File: src/rtl/threshold_winner_unit.sv
// -----------------------------------------------------------------------------
// threshold_winner_unit
//
// Streaming, multi-channel threshold gate with frame argmax ("winner") report
// for the ANN output layer. Activations arrive one channel per beat in channel
// order 0..CHANNELS-1. Each one is gated against a programmable per-channel
// threshold using a selectable mode. The gated value is then forwarded
// downstream through a single output register.
//
// At the end of every frame the channel with the largest gated value, and that
// value, are reported with a one-cycle win_valid pulse.
//
// Gating modes (x = in_data, t = threshold of the current channel):
//   0 : gate            -> x if x <= t, else 0
//   1 : relu-threshold  -> x if x >= t, else 0
//   2 : saturate        -> min(x, t)
//   3 : reserved, treated as mode 0
//
// Handshake (both sides):
//   A beat transfers on a rising edge where valid && ready. A producer holds
//   its data stable while valid && !ready. The output side uses one register
//   stage:
//     - in_ready = !out_valid || out_ready, so no combinational path runs from
//       in_valid to out_valid.
//     - An accepted beat shows up on out_* on the next cycle.
//
// Ports:
//   clk, rst     rising-edge clock, synchronous active-high reset
//   mode         gating mode, sampled with each accepted beat
//   thr_we       threshold write strobe
//   thr_idx      channel whose threshold is written (>= CHANNELS is ignored)
//   thr_data     new threshold value
//   in_valid     input beat valid
//   in_ready     unit can accept an input beat
//   in_data      activation value
//   in_last      early frame terminator
//   out_valid    gated beat valid
//   out_ready    downstream accepts the gated beat
//   out_data     gated value
//   out_ch       channel of out_data
//   out_last     final beat of the frame
//   win_valid    one-cycle pulse: the frame result is ready
//   win_ch       winning channel (held until the next report)
//   win_value    winning gated value (held until the next report)
//
// The FSM state is kept in the signal 'state' (type state_t). That gives
// checkers and waveforms a single point to observe frame progress.
// -----------------------------------------------------------------------------
module threshold_winner_unit #(
  parameter  int WIDTH    = 8,
  parameter  int CHANNELS = 4,
  localparam int CH_W     = $clog2(CHANNELS)
) (
  input  logic             clk,
  input  logic             rst,
  input  logic [1:0]       mode,
  input  logic             thr_we,
  input  logic [CH_W-1:0]  thr_idx,
  input  logic [WIDTH-1:0] thr_data,
  input  logic             in_valid,
  output logic             in_ready,
  input  logic [WIDTH-1:0] in_data,
  input  logic             in_last,
  output logic             out_valid,
  input  logic             out_ready,
  output logic [WIDTH-1:0] out_data,
  output logic [CH_W-1:0]  out_ch,
  output logic             out_last,
  output logic             win_valid,
  output logic [CH_W-1:0]  win_ch,
  output logic [WIDTH-1:0] win_value
);

  // Index of the last channel in a full frame.
  localparam logic [CH_W-1:0] LAST_CH  = CH_W'(CHANNELS - 1);
  // Number of channels, one bit wider so it can be compared against thr_idx.
  localparam logic [CH_W:0]   CH_COUNT = (CH_W + 1)'(CHANNELS);

  typedef enum logic [1:0] {
    S_IDLE   = 2'd0,  // ch == 0 and no frame open
    S_ACCUM  = 2'd1,  // frame open, collecting beats
    S_REPORT = 2'd2   // win_valid cycle after a frame-final beat
  } state_t;

  state_t state;
  state_t state_nxt;

  // ---------------------------------------------------------------------------
  // Storage
  // ---------------------------------------------------------------------------
  logic [WIDTH-1:0] thr [CHANNELS];  // per-channel thresholds
  logic [CH_W-1:0]  ch;              // channel of the next input beat
  logic [WIDTH-1:0] max_val;         // running max of the open frame
  logic [CH_W-1:0]  max_ch;          // channel holding max_val

  // ---------------------------------------------------------------------------
  // Beat-level combinational terms
  // ---------------------------------------------------------------------------
  logic             accept;
  logic             frame_final;
  logic             first_beat;
  logic             thr_idx_ok;
  logic [WIDTH-1:0] thr_cur;
  logic [WIDTH-1:0] gated;
  logic             take_new;
  logic [WIDTH-1:0] max_nxt;
  logic [CH_W-1:0]  max_ch_nxt;

  assign in_ready    = !out_valid || out_ready;
  assign accept      = in_valid && in_ready;
  // in_last on the last channel is redundant: both terms just mark the end.
  assign frame_final = (ch == LAST_CH) || in_last;
  assign first_beat  = (ch == '0);
  assign thr_idx_ok  = ({1'b0, thr_idx} < CH_COUNT);

  // The threshold is read from the register array before any write in this
  // cycle lands. So a same-cycle write to the accepted channel is not seen by
  // that beat; it is seen from the next beat on.
  always_comb begin
    thr_cur = thr[ch];
    gated   = '0;
    case (mode)
      2'd1:    gated = (in_data >= thr_cur) ? in_data : '0;
      2'd2:    gated = (in_data <  thr_cur) ? in_data : thr_cur;
      default: gated = (in_data <= thr_cur) ? in_data : '0;  // modes 0 and 3
    endcase
  end

  // Running max update. The first beat of a frame always loads. After that a
  // strictly-greater value replaces, so on a tie the lowest channel stays.
  always_comb begin
    take_new   = first_beat || (gated > max_val);
    max_nxt    = take_new ? gated : max_val;
    max_ch_nxt = take_new ? ch    : max_ch;
  end

  // ---------------------------------------------------------------------------
  // FSM: state register
  // ---------------------------------------------------------------------------
  always_ff @(posedge clk) begin
    if (rst) begin
      state <= S_IDLE;
    end else begin
      state <= state_nxt;
    end
  end

  // ---------------------------------------------------------------------------
  // FSM: next-state logic
  // ---------------------------------------------------------------------------
  always_comb begin
    state_nxt = state;
    case (state)
      S_IDLE: begin
        if (accept) begin
          state_nxt = frame_final ? S_REPORT : S_ACCUM;
        end
      end
      S_ACCUM: begin
        if (accept && frame_final) begin
          state_nxt = S_REPORT;
        end
      end
      S_REPORT: begin
        // A new frame may begin in the report cycle itself.
        if (accept) begin
          state_nxt = frame_final ? S_REPORT : S_ACCUM;
        end else begin
          state_nxt = S_IDLE;
        end
      end
      default: state_nxt = S_IDLE;
    endcase
  end

  // ---------------------------------------------------------------------------
  // FSM: outputs
  // ---------------------------------------------------------------------------
  // The report does not depend on out_ready: it is issued even while the
  // output register is stalled.
  always_comb begin
    win_valid = (state == S_REPORT);
  end

  // ---------------------------------------------------------------------------
  // Threshold registers
  // ---------------------------------------------------------------------------
  // Reset value is all-ones, so mode 0 passes every activation unchanged.
  always_ff @(posedge clk) begin
    if (rst) begin
      for (int i = 0; i < CHANNELS; i++) begin
        thr[i] <= '1;
      end
    end else if (thr_we && thr_idx_ok) begin
      thr[thr_idx] <= thr_data;
    end
  end

  // ---------------------------------------------------------------------------
  // Datapath: channel counter, running max, output register, win result
  // ---------------------------------------------------------------------------
  always_ff @(posedge clk) begin
    if (rst) begin
      ch        <= '0;
      max_val   <= '0;
      max_ch    <= '0;
      out_valid <= 1'b0;
      out_data  <= '0;
      out_ch    <= '0;
      out_last  <= 1'b0;
      win_ch    <= '0;
      win_value <= '0;
    end else begin
      if (accept) begin
        out_valid <= 1'b1;
        out_data  <= gated;
        out_ch    <= ch;
        out_last  <= frame_final;
        max_val   <= max_nxt;
        max_ch    <= max_ch_nxt;
        if (frame_final) begin
          // Capture the frame result together with the final beat. It is
          // visible alongside win_valid on the next cycle, then held.
          ch        <= '0;
          win_ch    <= max_ch_nxt;
          win_value <= max_nxt;
        end else begin
          ch <= ch + CH_W'(1);
        end
      end else if (out_ready) begin
        // The output beat was consumed and nothing replaced it.
        out_valid <= 1'b0;
      end
    end
  end

endmodule

File: config.mk
export PLATFORM = sky130hd
export DESIGN_NAME = threshold_winner_unit
export DESIGN_NICKNAME = d
export VERILOG_FILES = /design/src/rtl/threshold_winner_unit.sv
export SDC_FILE = /design/constraint.sdc
export NUM_CORES = 1
export LEC_CHECK = 0
export CAP_MARGIN = 20
export CELL_PAD_IN_SITES_DETAIL_PLACEMENT = 1
export CELL_PAD_IN_SITES_GLOBAL_PLACEMENT = 1
export CORE_ASPECT_RATIO = 0.75
export CORE_MARGIN = 4
export CORE_UTILIZATION = 45
export CTS_CLUSTER_SIZE = 20
export DETAILED_ROUTE_END_ITERATION = 10
export MAX_ROUTING_LAYER = met4
export PLACE_DENSITY = 0.82
export SYNTH_ARGS = -nofsm -noshare
export SYNTH_HDL_FRONTEND = slang
export SYNTH_SLANG_ARGS = --single-unit
export TNS_END_PERCENT = 100
File: constraint.sdc
create_clock -name clk -period 10.1 [get_ports clk]
set_input_delay 3.03 -clock clk [delete_from_list [all_inputs] [get_ports clk]]
set_output_delay 3.03 -clock clk [all_outputs]
set_load 0.005 [all_outputs]
==> After elaboration in Yosys (flattened, before gate mapping) <==
Memories as Yosys holds them, arrays and structs flattened. A register that Yosys moved wholly into a read port is not among the register bits.
Index checks and enable logic that the tools add are counted.
{ "word_totals": {"register_bits": 36, "ram_bits": 32, "inputBits": 26, "output_inout_bits": 24, "word_cells": 59, "n_memories": 1} }
{ "memory_table": {"columns": ["memory", "words", "word_bits", "read_ports", "rd_clocked_by_memory_dff", "wr", "line", "text"], "rows": [
  ["thr", 4, 8, 1, 1, 4, "91", "logic [WIDTH-1:0] thr [CHANNELS];"]
]} }
{ "op_classes": {"add_sub_neg": 1, "magnitude_cmp": 4, "n_eq_ne": 7, "muxes": 24, "n_reduce_logical": 12} }
{ "op_table": {"columns": ["operator", "n"], "rows": [
  ["$mux 8", 5],
  ["$mux 2", 9],
  ["$pmux 8 s2", 1],
  ["$ge 8x8->1", 1],
  ["$gt 8x8->1", 1],
  ["$le 8x8->1", 1],
  ["$lt 8x8->1", 1],
  ["$mux 1", 8],
  ["$reduce_or 8->1", 1],
  ["$eq 2x2->1 const B", 3],
  ["$pmux 2 s3", 1],
  ["$eq 2x1->1 const B", 2],
  ["$logic_not 2->1", 2],
  ["$ne 2x2->1 const B", 2],
  ["$reduce_and 2->1", 2],
  ["$logic_or 1x1->1", 3],
  ["$add 2x1->2 const B", 1],
  ["$logic_and 1x1->1", 2],
  ["$reduce_bool 2->1", 1],
  ["$logic_not 1->1", 1]
]} }

==> Longest topological paths before layout <==
{ "depth": {"depth_word": 6, "depth_mapped": 22, "mapped_depth_nobuf": 17} }

==> Worst setup path after synthesis <==
No wires, ideal clock.
{ "synth_path": {"path_kind": "input-to-reg", "from": "input in_data[7]", "to": "register max_ch[0]", "arrival_ns": 6.119, "setup_slack_ns": 3.854, "stages": 16, "cell_sequence": "ha_1 > and4_1 > a21bo_1 > buf_6 > a211o_2 > buf_6 > a21oi_1 > inv_1 > ha_1 > nor2b_1 > o21bai_1 > a21oi_1 > o311ai_1 > buf_2 > mux2i_1 > nor2_1"} }
{ "synth_via": {"elab_chain_cells": 6, "elab_cells_between_ends": 10} }
{ "synth_rtl": {"columns": ["item", "line", "text"], "rows": [
  ["from (decl)", "62", "input logic [WIDTH-1:0] in_data,"],
  ["$le 8x8->1 (tied with other cells)", "125", "default: gated = (in_data <= thr_cur) ? in_data : '0;"],
  ["$mux 8 (on tied branches)", "125, 123, 124", null],
  ["$pmux 8 s2 (*)", "122", "case (mode)"],
  ["named net gated[1]", "104", "logic [WIDTH-1:0] gated;"],
  ["$gt 8x8->1 (*)", "132", "take_new = first_beat || (gated > max_val);"],
  ["$logic_or 1x1->1 (*)", "132", null],
  ["$mux 2 (*)", "134", "max_ch_nxt = take_new ? ch : max_ch;"],
  ["to (signal assigned)", "220", "max_ch <= max_ch_nxt;"],
  ["to (decl)", "94", "logic [CH_W-1:0] max_ch;"]
]} }
Mark *: on every way through the listed nets, which the timed path passes. The rest lies on a longest branch.
A chain may end at the register's enable or synchronous reset.

==> Worst setup path after layout <==
{ "layout_path": {"from": "input out_ready", "to": "output in_ready"} }
{ "layout_via": {"elab_chain_cells": 1} }
{ "layout_rtl": {"columns": ["item", "line", "text"], "rows": [
  ["from (decl)", "65", "input logic out_ready,"],
  ["$logic_or 1x1->1", "109", "assign in_ready = !out_valid || out_ready;"],
  ["to (decl)", "61", "output logic in_ready,"]
]} }
Every way passes these cells.

==> impl_metrics.toml <==
[yosys]
synth_warnings = 0
ys_ff_latch = 70
synth-main-ff-cell = "dfxtp_1"
synthTopCellsByArea = "edfxtp_1 (27%), dfxtp_1 (21%), ha_1 (7.0%)"
yosys-top-cells-count = "nor2_1 (39), dfxtp_1 (38), nand2b_1 (34), edfxtp_1 (32), a21oi_1 (21)"
ys_seq_area_share_pct = 48.2
synth_top_area_share_pct = 26.9
synth.most_common_cell = "nor2_1"
yosysTopAreaCell = "edfxtp_1"
ys_async_sr_fraction_pct = 0
syn_area_um2 = 3570
syn-instance-count = 346
postSynthAreaPerCell_um2 = 10.3
synth_edf_count = 32
synth_cell_types = 45
synth_fp_nets = 392

[critical_path]
critPathTopFamily = "buffers and inverters"
criticalPathCategory = "input port to output port"
crit_path_max_fanout = 4
cpMostUsedCell = "clkdlybuf4s50_1"
critPathRequiredTime_ns = 7.07
slowest_stage = "clkdlybuf4s50_1"
worstSetupStartpointType = "input port"
crit_path_end_kind = "output port"
critical_path.max_stage_delay_ns = 0.53
path_buf_inv = 2
worstPathCellList = "clkdlybuf4s50_1 -> nand2b_1 -> clkdlybuf4s50_1"
arrival_ns = 4.24

[min_path]
hold_path_class = "register to register"

[floorplanning]
fp.dieArea_um2 = 9450
die_x_um = 111
core_area_um2 = 7530
start_util_pct = 47.5
die_h_um = 85.2
num_rows = 27
io_pins = 50

[power_and_ir_drop]
pwr-share-comb_pct = 20.4
p_int_uw = 488
clkPwrFrac_pct = 31.1
leakagePower_nw = 1.57
powerDensity_nw_per_um2 = 157
p_sw_uw = 190
ir_worst_vdd_v = 0.0000766
seqPwrFrac_pct = 48.5
p_sw_share_pct = 28.1

[cells_and_area]
area_growth_pct = 21.1
fin_cells = 502
ff_latch_area_um2 = 1720
nFillCells = 841
nets = 443
antenna_cells = 0
multi_input_area_um2 = 1690
layout-drive-gt1-share_pct = 10.2

[job]
drv_cap = 0

[clocking]
clk_path_buf_depth = 2
clock_latency_ns = 0.34
cts_inserted_buffers = 9
clock_sinks = 70
htreeDepth = 3
cts_setup_buffers = 0
cts-hold-fix-buffers = 0
cts_resized = 0
clk_pin_slew_worst_paths_ns = 0.07
tritoncts = "yes"
cts_root_buf = "clkbuf_8"

[sta]
setup_viol = 0
rsz0062_at_grt = "no"
finClkSkew_ns = 0.00900
period_minus_slack_ns = 7.27
max_slew.worst_pin.slew_ns = 0.838
slew_headroom_pct = 44.2
max_freq_mhz = 138
finalSetupTns_ns = 0
maxSlewViolCount = 0
post-route-period-util_pct = 71.9
finalHoldViolCount = 0

[grt]
grt_overflow = 0
grtUsageTotal_pct = 20.9
grt_pass1_vias = 2927
antenna_found_initial = 0
grt_start_max_net_pins = 43
grt_pass1_wl_um = 15100

[routing]
drt_pass1_iterations = 4
drt_iter0_drc = 122
vias_per_cell = 5.68
drtAntennaViolNets = 0
route.detailed.drc = 0
vias = 2850
drt-wirelength-per-cell_um = 18.8
wl_um = 9450

[place]
dp.cells = 483
hpwl_um = 7010
place.gp.congestion = 0.835
io_buffers = 49

[run_status]
outcome = "finished, final reports clean"
[worst register-to-register path, cell delays in order (launching register included)]
cell	delay (ns)
dfxtp_1	0.85
mux2_2	0.41
o21ai_0	0.41
ha_1	0.37
a21oi_1	0.17
o21a_1	0.36
o21ai_0	0.15
a211o_2	0.42
a21oi_1	0.30
inv_1	0.08
ha_1	0.29
nor2b_1	0.14
o21bai_1	0.13
a21oi_1	0.13
o31ai_4	0.70
a2111oi_0	0.16
a2111oi_0	0.45
[area by class of cell]
type,count,area share (%)
clock inverter,1,0.116
sequential,70,39.8
clock buffer,14,3.99
multi-input combinational,242,39.1
inverter,18,1.56
timing repair buffer,56,12.5
tap,101,2.92
[kinds of logic (layout without fill, tap and decap cells)]
logic type      Yosys count  count (layout)  share of synthesized area [%]
simple gates            112             112                           15.8
compound gates           91              91                           18.7
flops                    70              70                           48.2
buf+inv                  34              89                           4.44
fa+ha+maj                20              20                           7.00
mux                      19              19                           5.92
[power groups by stage]
| stage | clock, mW | combinational [mW] | sequential [mW] |
|---|---|---|---|
| floorplan | 0 | 0.0851 | 0.332 |
| global placement | 0 | 0.128 | 0.334 |
| detailed placement | 0 | 0.136 | 0.335 |
| CTS | 0.212 | 0.138 | 0.329 |
| global route | 0.227 | 0.153 | 0.331 |
| finish | 0.210 | 0.138 | 0.329 |
[routing by layer]
| layer | GRT usage (%) | share of wire [%] | up-vias | wire length, um |
|---|---|---|---|---|
| li1 | - | - | 1358 | - |
| met1 | 26.9 | 47 | 1414 | 4450 |
| met2 | 33.0 | 47 | 69 | 4460 |
| met3 | 5.70 | 4.7 | 9 | 446 |
| met4 | 5.26 | 1.0 | 0 | 95 |
| met5 | - | 0 | - | 0 |
[path summary, 6_finish.rpt]
| path | end | from | slack [ns] | depth (start not counted) |
|---|---|---|---|---|
| setup / recovery | in_ready | out_ready | 2.83 | 3 |
| hold / removal | out_ch[0] | out_ch[0] | 0.46 | 2 |
| setup reg to reg | win_value[3] | register | 4.44 | 16 |
| hold reg to reg | out_ch[0] | out_ch[0] | 0.46 | 2 |
[layout by cell type (no fill, tap or decap), types with 4 or more instances in the layout]
cell type        count
a21o_2               4
dfxtp_1             38
clkbuf_8            12
clkdlybuf4s50_1     49
o21ai_0              9
a21oi_1             21
a2111oi_0           13
nor2_1              39
nand2b_1            34
o21a_1              10
a211oi_1            18
inv_1               18
or2_2                4
nor2b_1              5
mux2_2               7
mux2i_1             11
nand2_1             17
edfxtp_1            32
ha_1                20
[flip-flops by register name, summed over array words and instances (netlist names), named ones only]
register   flops
ch             2
max_ch         2
max_val        8
out_ch         2
out_data       8
out_last       1
out_valid      1
state          2
thr           32
win_ch         2
win_value      8
[stage by stage]
stage                     cell area, um^2  setup WS, ns  utilization [%]  hold slack [ns]  total power, mW
after global routing                 4330          2.63             57.5            0.489            0.711
after global placement               4120          2.94             54.7            0.445            0.462
after floorplan                      3570          3.85                -            0.431            0.417
after CTS                            4300          2.85             57.1            0.466            0.679
final                                4330          2.83             57.5            0.463            0.678
after detailed placement             4120          2.66             54.7            0.452            0.471
Power figures use the tool's default switching activity.
